==> src/rtl/mem_cmd_tracker.sv <==
// Passive DDR3 command-bus tracker.
// Decodes one command per cycle, tracks per-rank/per-bank open state and
// elapsed-cycle timers, raises sticky protocol/timing errors and keeps
// saturating per-command counters.
module mem_cmd_tracker #(
  parameter  int MEM_RANKS  = 1,
  parameter  int BA_WIDTH   = 3,
  parameter  int ADDR_WIDTH = 16,
  parameter  int T_RCD      = 11,
  parameter  int T_RP       = 11,
  parameter  int T_RAS      = 28,
  parameter  int CNT_WIDTH  = 32,
  localparam int RW         = (MEM_RANKS > 1) ? $clog2(MEM_RANKS) : 1,
  localparam int NB         = 2 ** BA_WIDTH,
  localparam int NBT        = MEM_RANKS * NB
) (
  input  logic                  clk,
  input  logic                  rst_n,
  input  logic                  mon_en,
  input  logic [MEM_RANKS-1:0]  cs_n,
  input  logic [MEM_RANKS-1:0]  clk_en,
  input  logic                  ras_n,
  input  logic                  cas_n,
  input  logic                  we_n,
  input  logic [BA_WIDTH-1:0]   ba,
  input  logic [ADDR_WIDTH-1:0] addr,
  input  logic                  err_clr,
  output logic                  cmd_valid,
  output logic [2:0]            cmd_code,
  output logic [RW-1:0]         cmd_rank,
  output logic [BA_WIDTH-1:0]   cmd_bank,
  output logic [NBT-1:0]        open_mask,
  output logic [6:0]            err,
  output logic [CNT_WIDTH-1:0]  act_cnt,
  output logic [CNT_WIDTH-1:0]  rd_cnt,
  output logic [CNT_WIDTH-1:0]  wr_cnt,
  output logic [CNT_WIDTH-1:0]  pre_cnt,
  output logic [CNT_WIDTH-1:0]  ref_cnt
);

  localparam int TMAX_A = (T_RCD > T_RP) ? T_RCD : T_RP;
  localparam int TMAX   = (TMAX_A > T_RAS) ? TMAX_A : T_RAS;
  localparam int TW     = $clog2(TMAX + 1);
  localparam logic [TW-1:0] TSAT = TW'(TMAX);

  localparam logic [2:0] CMD_MRS = 3'b000;
  localparam logic [2:0] CMD_REF = 3'b001;
  localparam logic [2:0] CMD_PRE = 3'b010;
  localparam logic [2:0] CMD_ACT = 3'b011;
  localparam logic [2:0] CMD_WR  = 3'b100;
  localparam logic [2:0] CMD_RD  = 3'b101;
  localparam logic [2:0] CMD_ZQ  = 3'b110;
  localparam logic [2:0] CMD_NOP = 3'b111;

  localparam int E_MULTI = 0;
  localparam int E_ACT   = 1;
  localparam int E_RWCL  = 2;
  localparam int E_TRCD  = 3;
  localparam int E_TRAS  = 4;
  localparam int E_TRP   = 5;
  localparam int E_REF   = 6;

  logic [2:0]     pins;
  logic           a10;
  logic           unused_addr;
  logic           sel_seen;
  logic           sel_multi;
  logic           sel_cke;
  logic [RW-1:0]  sel_rank;
  logic           cmd_ok;
  logic [6:0]     err_set;
  logic [NBT-1:0] open_q;
  logic [NBT-1:0] open_d;
  logic [NBT-1:0] tmr_load;
  logic [TW-1:0]  tmr_q [NBT];
  logic           inc_act, inc_rd, inc_wr, inc_pre, inc_ref;

  assign pins        = {ras_n, cas_n, we_n};
  assign a10         = addr[10];
  assign unused_addr = ^addr;
  assign open_mask   = open_q;

  // Find the selected rank and detect more than one chip select low.
  always_comb begin
    sel_seen  = 1'b0;
    sel_multi = 1'b0;
    sel_cke   = 1'b0;
    sel_rank  = '0;
    for (int unsigned r = 0; r < MEM_RANKS; r++) begin
      if (!cs_n[r]) begin
        if (sel_seen) sel_multi = 1'b1;
        sel_seen = 1'b1;
        sel_rank = RW'(r);
        sel_cke  = clk_en[r];
      end
    end
    cmd_ok = mon_en && sel_seen && !sel_multi && sel_cke && (pins != CMD_NOP);
    inc_act = cmd_ok && (pins == CMD_ACT);
    inc_rd  = cmd_ok && (pins == CMD_RD);
    inc_wr  = cmd_ok && (pins == CMD_WR);
    inc_pre = cmd_ok && (pins == CMD_PRE);
    inc_ref = cmd_ok && (pins == CMD_REF);
  end

  // Per-bank next state, timer reloads and new violations for this cycle.
  always_comb begin
    open_d   = open_q;
    tmr_load = '0;
    err_set  = '0;
    err_set[E_MULTI] = mon_en && sel_multi;
    for (int unsigned r = 0; r < MEM_RANKS; r++) begin
      for (int unsigned b = 0; b < NB; b++) begin
        int unsigned idx;
        logic        in_rank;
        logic        hit;
        int          k;
        idx     = r * NB + b;
        in_rank = cmd_ok && (sel_rank == RW'(r));
        hit     = in_rank && (ba == BA_WIDTH'(b));
        k       = int'(tmr_q[idx]);
        case (pins)
          CMD_ACT: begin
            if (hit) begin
              if (open_q[idx]) begin
                err_set[E_ACT] = 1'b1;
                tmr_load[idx]  = 1'b1;
              end else if (k < T_RP) begin
                err_set[E_TRP] = 1'b1;
              end else begin
                open_d[idx]   = 1'b1;
                tmr_load[idx] = 1'b1;
              end
            end
          end
          CMD_RD, CMD_WR: begin
            if (hit) begin
              if (!open_q[idx]) begin
                err_set[E_RWCL] = 1'b1;
              end else begin
                if (k < T_RCD) err_set[E_TRCD] = 1'b1;
                if (a10) begin
                  open_d[idx]   = 1'b0;
                  tmr_load[idx] = 1'b1;
                end
              end
            end
          end
          CMD_PRE: begin
            // A10 widens the match to every bank of the selected rank.
            if (in_rank && (a10 || (ba == BA_WIDTH'(b))) && open_q[idx]) begin
              if (k < T_RAS) err_set[E_TRAS] = 1'b1;
              open_d[idx]   = 1'b0;
              tmr_load[idx] = 1'b1;
            end
          end
          CMD_REF: begin
            if (in_rank && open_q[idx]) err_set[E_REF] = 1'b1;
          end
          CMD_MRS, CMD_ZQ, CMD_NOP: ;
          default: ;
        endcase
      end
    end
  end

  // Bank state and elapsed-cycle timers; a reloaded timer reads 1 in the
  // following cycle so its value always equals cycles since the load.
  always_ff @(posedge clk or negedge rst_n) begin
    if (!rst_n) begin
      open_q <= '0;
      for (int unsigned i = 0; i < NBT; i++) tmr_q[i] <= TSAT;
    end else begin
      open_q <= open_d;
      for (int unsigned i = 0; i < NBT; i++) begin
        if (tmr_load[i])         tmr_q[i] <= TW'(1);
        else if (tmr_q[i] != TSAT) tmr_q[i] <= tmr_q[i] + TW'(1);
      end
    end
  end

  // Registered decoded-command stream.
  always_ff @(posedge clk or negedge rst_n) begin
    if (!rst_n) begin
      cmd_valid <= 1'b0;
      cmd_code  <= '0;
      cmd_rank  <= '0;
      cmd_bank  <= '0;
    end else begin
      cmd_valid <= cmd_ok;
      if (cmd_ok) begin
        cmd_code <= pins;
        cmd_rank <= sel_rank;
        cmd_bank <= ba;
      end
    end
  end

  // Sticky errors; a clear still lets this cycle's new violations through.
  always_ff @(posedge clk or negedge rst_n) begin
    if (!rst_n) err <= '0;
    else        err <= (err_clr ? 7'd0 : err) | err_set;
  end

  // Saturating command counters.
  always_ff @(posedge clk or negedge rst_n) begin
    if (!rst_n) begin
      act_cnt <= '0;
      rd_cnt  <= '0;
      wr_cnt  <= '0;
      pre_cnt <= '0;
      ref_cnt <= '0;
    end else begin
      if (inc_act && (act_cnt != '1)) act_cnt <= act_cnt + 1'b1;
      if (inc_rd  && (rd_cnt  != '1)) rd_cnt  <= rd_cnt  + 1'b1;
      if (inc_wr  && (wr_cnt  != '1)) wr_cnt  <= wr_cnt  + 1'b1;
      if (inc_pre && (pre_cnt != '1)) pre_cnt <= pre_cnt + 1'b1;
      if (inc_ref && (ref_cnt != '1)) ref_cnt <= ref_cnt + 1'b1;
    end
  end

endmodule

==> config.mk <==
export PLATFORM = sky130hd
export DESIGN_NAME = mem_cmd_tracker
export DESIGN_NICKNAME = d
export VERILOG_FILES = /design/src/rtl/mem_cmd_tracker.sv
export SDC_FILE = /design/constraint.sdc
export NUM_CORES = 1
export LEC_CHECK = 0
export CAP_MARGIN = 20
export CORE_MARGIN = 3
export CORE_UTILIZATION = 37
export CTS_BUF_LIST = sky130_fd_sc_hd__clkbuf_16
export DETAILED_ROUTE_END_ITERATION = 10
export PLACE_DENSITY = 0.68
export RECOVER_POWER = 50
export SETUP_SLACK_MARGIN = 0.2
export SKIP_LAST_GASP = 1
export SYNTH_ARGS = -nofsm -noshare
export SYNTH_HDL_FRONTEND = slang
export SYNTH_SLANG_ARGS = --single-unit
==> constraint.sdc <==
create_clock -name clk -period 3.6 [get_ports clk]
set_clock_uncertainty 0.15 [all_clocks]
set_input_delay 0.36 -clock clk [delete_from_list [all_inputs] [get_ports clk]]
set_output_delay 0.36 -clock clk [all_outputs]
set_load 0.1 [all_outputs]
* Word-level counts from Yosys, hierarchy flattened
Index checks and enable logic that the tools add are counted.
Cells by class: add/sub/neg operators 13, magnitude comparators 16, eq/ne operators 50, multiplexer cells 252, bitwise gates (word level) 1, reductions and logical operators 72
Operators with widths (number):
- two-way mux 1 bit | 203
- adder 32 x 1 -> 32 bit (second input constant) | 5
- != test 32 bit (second input constant) | 5
- two-way mux 5 bit | 16
- case mux 1 bit (3 select lines) | 16
- logical AND 1 bit | 45
- adder 5 x 1 -> 5 bit (second input constant) | 8
- < comparator 5 x 4 -> 1 bit (second input constant) | 8
- < comparator 5 bit (second input constant) | 8
- != test 5 bit (second input constant) | 8
- two-way mux 2 bit | 16
- != test 2 x 1 -> 1 bit (second input constant) | 16
- AND reduction 4 bit | 8
- equality test 3 bit (second input constant) | 6
- != test 2 bit (second input constant) | 8
- nonzero test 2 bit | 8
- equality test 3 x 2 -> 1 bit (second input constant) | 4
- logical OR 1 bit | 8
- two-way mux 7 bit | 1
- OR 7 bit | 1
- equality test 3 x 1 -> 1 bit (second input constant) | 2
- logical NOT 3 bit | 1
- != test 3 bit (second input constant) | 1
- nonzero test 3 bit | 1
- OR reduction 2 bit | 1
Word-level totals: register bits 222, input port bits 28, output and inout port bits 183

* Longest topological paths before layout
depth after elaboration 36, gate-level depth with buffers 9, mapped depth without buffers 7

* Worst setup path after synthesis
Ideal clock, no wire load.
path kind reg-to-reg, from register act_cnt[0], to register act_cnt[22], library setup time 0.160 ns, arrival time 2.581 ns, data required time 3.290 ns, path slack 0.709 ns, stages on the path, launching flop included 7, path buffers 0, period minus slack after synthesis 2.891 ns, cells stage by stage dfrtp_1 > ha_1 > nand4_1 > or4_1 > a211oi_4 > nand4_1 > xnor2_1
On the way: cells in the longest elaborated chain, start to end 2, elaborated cells on any way between the ends 3
RTL lines:
- start, declared | RTL line 34 | output logic [CNT_WIDTH-1:0] act_cnt,
- start signal, assigned | RTL line 213 | if (inc_act && (act_cnt != '1)) act_cnt <= act_cnt + 1'b1;
- parallel branches: the longest is 2 deep, another holds adder 32 x 1 -> 32 bit
Parallel ways; which one is timed is not known. A chain may end at the register's enable or synchronous reset.

* Worst setup path in the final report
from input port cs_n, to register ref_cnt[16]
On the way: cells in the longest elaborated chain, start to end 6, elaborated cells on any way between the ends 7
RTL lines:
- start, declared | RTL line 20 | input logic [MEM_RANKS-1:0] cs_n,
- two-way mux 1 bit | RTL line 90 | if (!cs_n[r]) begin
- logical AND 1 bit | RTL line 97 | cmd_ok = mon_en && sel_seen && !sel_multi && sel_cke && (pins != CMD_NOP);
- logical AND 1 bit * (2 in a row) | RTL line 97
- logical AND 1 bit * | RTL line 102 | inc_ref = cmd_ok && (pins == CMD_REF);
- logical AND 1 bit * | RTL line 217 | if (inc_ref && (ref_cnt != '1)) ref_cnt <= ref_cnt + 1'b1;
- end signal, assigned | RTL line 217
- end, declared | RTL line 38 | output logic [CNT_WIDTH-1:0] ref_cnt
Every way passes the cells marked *; elsewhere a longest branch is shown, timed or not.

==> metrics <==
status finished with violations; violated checks capacitance limit, slew limit; CTS H-tree depth 1; Post-Synth Adder-Cell Area 2.36%; cell count after synthesis 1,157; share of synthesized area spent on multiplexers 1.15%; reg2reg setup slack 0.84 ns; Initial DRC Count 742; Final Wtd Congestion 0.928; Clock Root Buffer clkbuf_16; worst slew pin tran 2.11 ns; final core occ 48.3%; hold endpoint ref_cnt[31]; vias per cell 5.50; placement-stage cell area 14,100 um^2; Comb power frac 27.2%; largest net degree at the start of global routing 82; Cell Pwr Density 546 nW/um^2; Hold WC Path Type flop to flop; Clk network pwr share 30.9%; Synth Area in XOR/XNOR 12.6%; RSZ-0062 raised after global routing no; PnR worst setup slack 0.604 ns; Worst Path Arrival 3.27 ns; Net Sw Power 2.99 mW; first-pass GRT wire length 51.4 mm; largest family of logic cells by synthesized area simple AND/OR/NAND/NOR gates; die width 184 um; largest area contributor in the netlist dfrtp_1; num ports 211; Finished Layout Cells 1,784; nets 1,418; CTS Buf Count 25; Worst slew margin -40.3%; worst hold path startpoint ref_cnt[31]; mean routed wirelength per cell 17.5 um; max cap viols 1; Synth cell types 77; crit share post-route 83.2%; switch share 36.7%; P&R area growth vs syn 27.5%; worst hold margin 0.341 ns; placed wire-length estimate 22.4 mm; total power 8.12 mW; Total Die Area 33,700 um^2; vias in the first global route 9,671; Async SR Flop Fraction 100%; CTS Sinks 221; Total GRT Usage 18.3%; Synth top area share 42.2%; Final Slew Violations 80; pre-CTS setup slack 0.399 ns; initial core utilization 37.9%; # rows 64; Peak Freq 334 MHz; CP Data Required Time 3.87 ns; kind of critical path input pin to flop; DRC viols 0; CTS tree built; clk buf depth 3; final hold vios 0; simple-gate share of the synthesized area 24.0%; sequential fraction of the synthesis area 47.6%; Yosys Warn Count 0; total wire length 31.2 mm; placed instance count 1,736; mapped cell area 11,700 um^2; hold path depth 1; initial antenna violation count 0; Die Span Y 184 um; final global-route overflow total 0; Crit Reg-Reg Startpoint wr_cnt[14]; worst flop-to-flop path endpoint wr_cnt[3]; Setup crit start kind input pin; leakage power 6.42 nW; Clock Pin Slew Worst Setup and Hold Paths 0.06 ns; Post-synth EDFFs 0; routed via count 9,816; Yosys reg bits 221; clk_lat worst skew 0.53 ns; finished layout cell area 14,900 um^2; minimum clock period 3.00 ns; syn_area_per_cell 10.1 um^2; I/O Buffers 193; Antenna Nets Post-Route 0; Int Power 5.14 mW; Final TNS setup 0 ns; sequential share of power 41.9%; PostCTS Resize Cnt 0; Synth area leaders dfrtp_1 (42%), xnor2_1 (6.5%), xor2_1 (6.1%); Peak VDD IR 0.455 mV; post-synthesis compound-gate area fraction 9.59%; Core Box Area 30,800 um^2; CP max FO 8; layout cells sized above 1 7.43%; cells on worst reg2reg path 5; kind of end point of the critical path flop; fill cell count 2,832; drt first pass iters 8; setup violators final 0; Synth Flop Type dfrtp_1
==> placed cells by master (no fill, tap or decap), types with 25 or more instances in the layout <==
cell type / n
dfrtp_1: 197
nand3_1: 96
xor2_1: 81
clkdlybuf4s50_1: 187
nor4_1: 28
inv_1: 51
nand4_1: 66
a21oi_1: 40
clkbuf_16: 25
nor3_1: 38
and3_1: 33
nor2_1: 87
nand2_1: 67
xnor2_1: 87
==> power groups by stage <==
stage                     logic [mW]  registers, mW  clock network, mW
after CTS                       2.23           3.40               2.59
after global routing            2.44           3.48               2.70
after global placement          2.15           3.42                  0
after floorplan                 1.01           4.00                  0
after detailed placement        2.21           3.44                  0
final                           2.21           3.41               2.51
==> kinds of logic (layout without fill, tap and decap cells) <==
group / count (synthesis) / after routing
compound gates: 153 / 153
other cells: 1 / 3
flops: 221 / 221
xor+xnor: 168 / 168
simple gates: 506 / 506
fa+ha+maj: 22 / 22
mux: 11 / 11
buf+inv: 75 / 304
==> per-layer routing <==
| layer | routed length [um] | global-route usage (%) |
|---|---|---|
| met1 | 13800 | 25.1 |
| met2 | 14000 | 28.5 |
| met3 | 2600 | 5.34 |
| met4 | 864 | 4.84 |
| met5 | 0 | 0 |
==> synth_stat cells (8+ instances only) <==
| cell | n |
|---|---|
| xor2_1 | 81 |
| and2_1 | 9 |
| and4_1 | 16 |
| dfstp_2 | 24 |
| dfrtp_1 | 197 |
| nor3_1 | 38 |
| nand4_1 | 66 |
| inv_1 | 44 |
| o21ai_0 | 22 |
| a21o_1 | 13 |
| buf_2 | 8 |
| nor4_1 | 27 |
| nor2_1 | 86 |
| xnor2_1 | 87 |
| and3_1 | 33 |
| nand2_1 | 66 |
| nand3_1 | 96 |
| nand2b_1 | 14 |
| a21oi_1 | 40 |
| nor3b_1 | 8 |
| clkbuf_1 | 19 |
| ha_1 | 22 |
==> area by class of cell <==
cell class | count | area [um^2] | share of cell area, %
sequential | 221 | 5560 | 37.4
multi-input combinational | 862 | 5770 | 38.8
antenna | 1 | 2.50 | 0.0168
clock inverter | 21 | 180 | 1.21
clock buffer | 25 | 626 | 4.20
inverter | 44 | 165 | 1.11
timing repair buffer | 214 | 2080 | 14.0
tap | 396 | 495 | 3.33
==> sequential cells by signal, summed over array words and instances, names as in the netlist <==
register / cells
cmd_code: 3
wr_cnt: 32
ref_cnt: 32
rd_cnt: 32
cmd_bank: 3
err: 6
open_mask: 8
tmr_q: 40
act_cnt: 32
cmd_valid: 1
pre_cnt: 32
==> timing repair <==
item,in CTS,in global routing
buffers inserted,0,0
hold endpoints to repair,60,0
hold buffers,1,0
==> how the worst max path moves through the flow <==
stage,from,end,slack (ns),cells past startpoint
after CTS,open_mask[1],open_mask[1],0.77,1
after floorplan,act_cnt[0],act_cnt[22],0.71,6
after global routing,rst_n,tmr_q[11],0.45,3
final,cs_n,ref_cnt[16],0.60,6
after detailed placement,cs_n,ref_cnt[13],0.40,6
after global placement,cs_n,ref_cnt[16],0.50,6
==> critical path, stage by stage <==
cell,delay [ns]
dlygate4sd3_1,0.57
nand4b_1,0.64
or4_1,0.92
a211oi_4,0.45
nand4_1,0.18
xnor2_1,0.15
No activity file was read; power rests on OpenSTA's default activity.
==> variant (same settings) <==
Set the parameter `CNT_WIDTH` to 64 (it was 32).
--- a/src/rtl/mem_cmd_tracker.sv
+++ b/src/rtl/mem_cmd_tracker.sv
@@ -11,3 +11,3 @@
   parameter  int T_RAS      = 28,
-  parameter  int CNT_WIDTH  = 32,
+  parameter  int CNT_WIDTH  = 64,
   localparam int RW         = (MEM_RANKS > 1) ? $clog2(MEM_RANKS) : 1,
Ports: changed (5 resized); port bits go from 211 to 371. The function was not compared with the original's and may differ.
==> variant against the unedited design <==
  * The run still ends with max-capacitance violations, max-slew violations left
  * Setup slack lost 0.095 ns
  * Count of clock-buffer cells in the layout grew 21
  * Critical path depth grew 2
  * Cell area grew 70%
  * Routed wire length grew 83%
  * Sequential cell count grew 160
  * First-iteration DRC count grew 61%
  * Sequential power grew 51%
  * Total power grew 43%
  * Synthesized area grew 66%
  * Utilization grew 0.72 points
  * Global-route usage grew 2.1 points
==> variant: results (changes against the unedited design) <==
- The H-tree depth reported by CTS is 2 (+1).
- The highest signal layer in the routed design is met5.
- The count of inverters not on the clock network in the layout is 43 (-2.3%).
- The max-capacitance violation count was 4 (+3).
- The number of combinational gates with multiple inputs is 1501 (+74%).
- In this run the worst setup path begins at pre_cnt[51].
- The total non-filler cell area in the finished layout came to 0.0253 sq mm (+70%).
- After synthesis, the cell types taking the most area are sky130_fd_sc_hd__dfrtp_1, sky130_fd_sc_hd__xnor2_1, sky130_fd_sc_hd__xor2_1, sky130_fd_sc_hd__nand3_1, sky130_fd_sc_hd__nand4_1.
- The maximum fanout along the worst path was 9 (+1).
- The sequential fraction of the synthesis area is 49.4% (+1.7 points).
- The final reports fail on max-capacitance violations, max-slew violations.
- The pre-CTS worst setup slack is 0.272 ns (-0.127 ns).
- The placer's final routability congestion estimate is 0.889 (-4.2%).
- The portion of the layout cell area used by non-clock buffers was 15.0% (+0.97 points).
- The run finished, with violations left.
- The number of buffers inserted during clock tree synthesis is 45 (+80%).
- The maximum number of pins on one net before global-route repair is 93 (+13%).
- The power share of the sequential group was 44.2% (+2.3 points).
- The detail-routed via count per cell was 5.43 (-1.4%).
- The register-to-register path setup slack came to 0.51 ns (-0.33 ns).
- The worst min-delay path class is in -> async.
- The ratio of cells with drive above 1 in the final layout is 7.68% (+0.25 points).
- The met2 usage in global routing is 33.7% (+5.2 points).
- The wire length of the first global-routing pass came to 92900 um (+81%).
- The synthesized area per cell was 9.79 sq um (-2.9%).
- The placed wire-length estimate was 41900 um (+87%).
- The proportion of power drawn by the clock network was 38.1% (+7.2 points).
- The max-slew violation total from the final report is 203 (+150%).
- The final standard cell count with taps included and fillers excluded is 3092 (+73%).
- The highest achievable clock rate is 324 MHz (-3.1%).
==> variant: cell types whose count changed in the layout (fill, tap and decap cells not counted), moves of 58 or more <==
cell / unedited run / this run
sky130_fd_sc_hd__clkdlybuf4s50_1: 187 / 328
sky130_fd_sc_hd__dfrtp_1: 197 / 312
sky130_fd_sc_hd__nand4_1: 66 / 125
sky130_fd_sc_hd__nor3_1: 38 / 96
sky130_fd_sc_hd__xnor2_1: 87 / 171
sky130_fd_sc_hd__nand3_1: 96 / 181
sky130_fd_sc_hd__nand2_1: 67 / 166
sky130_fd_sc_hd__xor2_1: 81 / 155
sky130_fd_sc_hd__nor2_1: 87 / 155
==> variant: cells by family (layout without fill, tap and decap cells) <==
family,count (synthesis),in the layout
AND/OR/NAND/NOR,985,985
flip-flops,381,381
XOR/XNOR,326,326
AO/OA/AOI/OAI,160,160
buffers and inverters,98,528
adder cells (fa/ha/maj),22,22
multiplexers,6,6
other,1,4
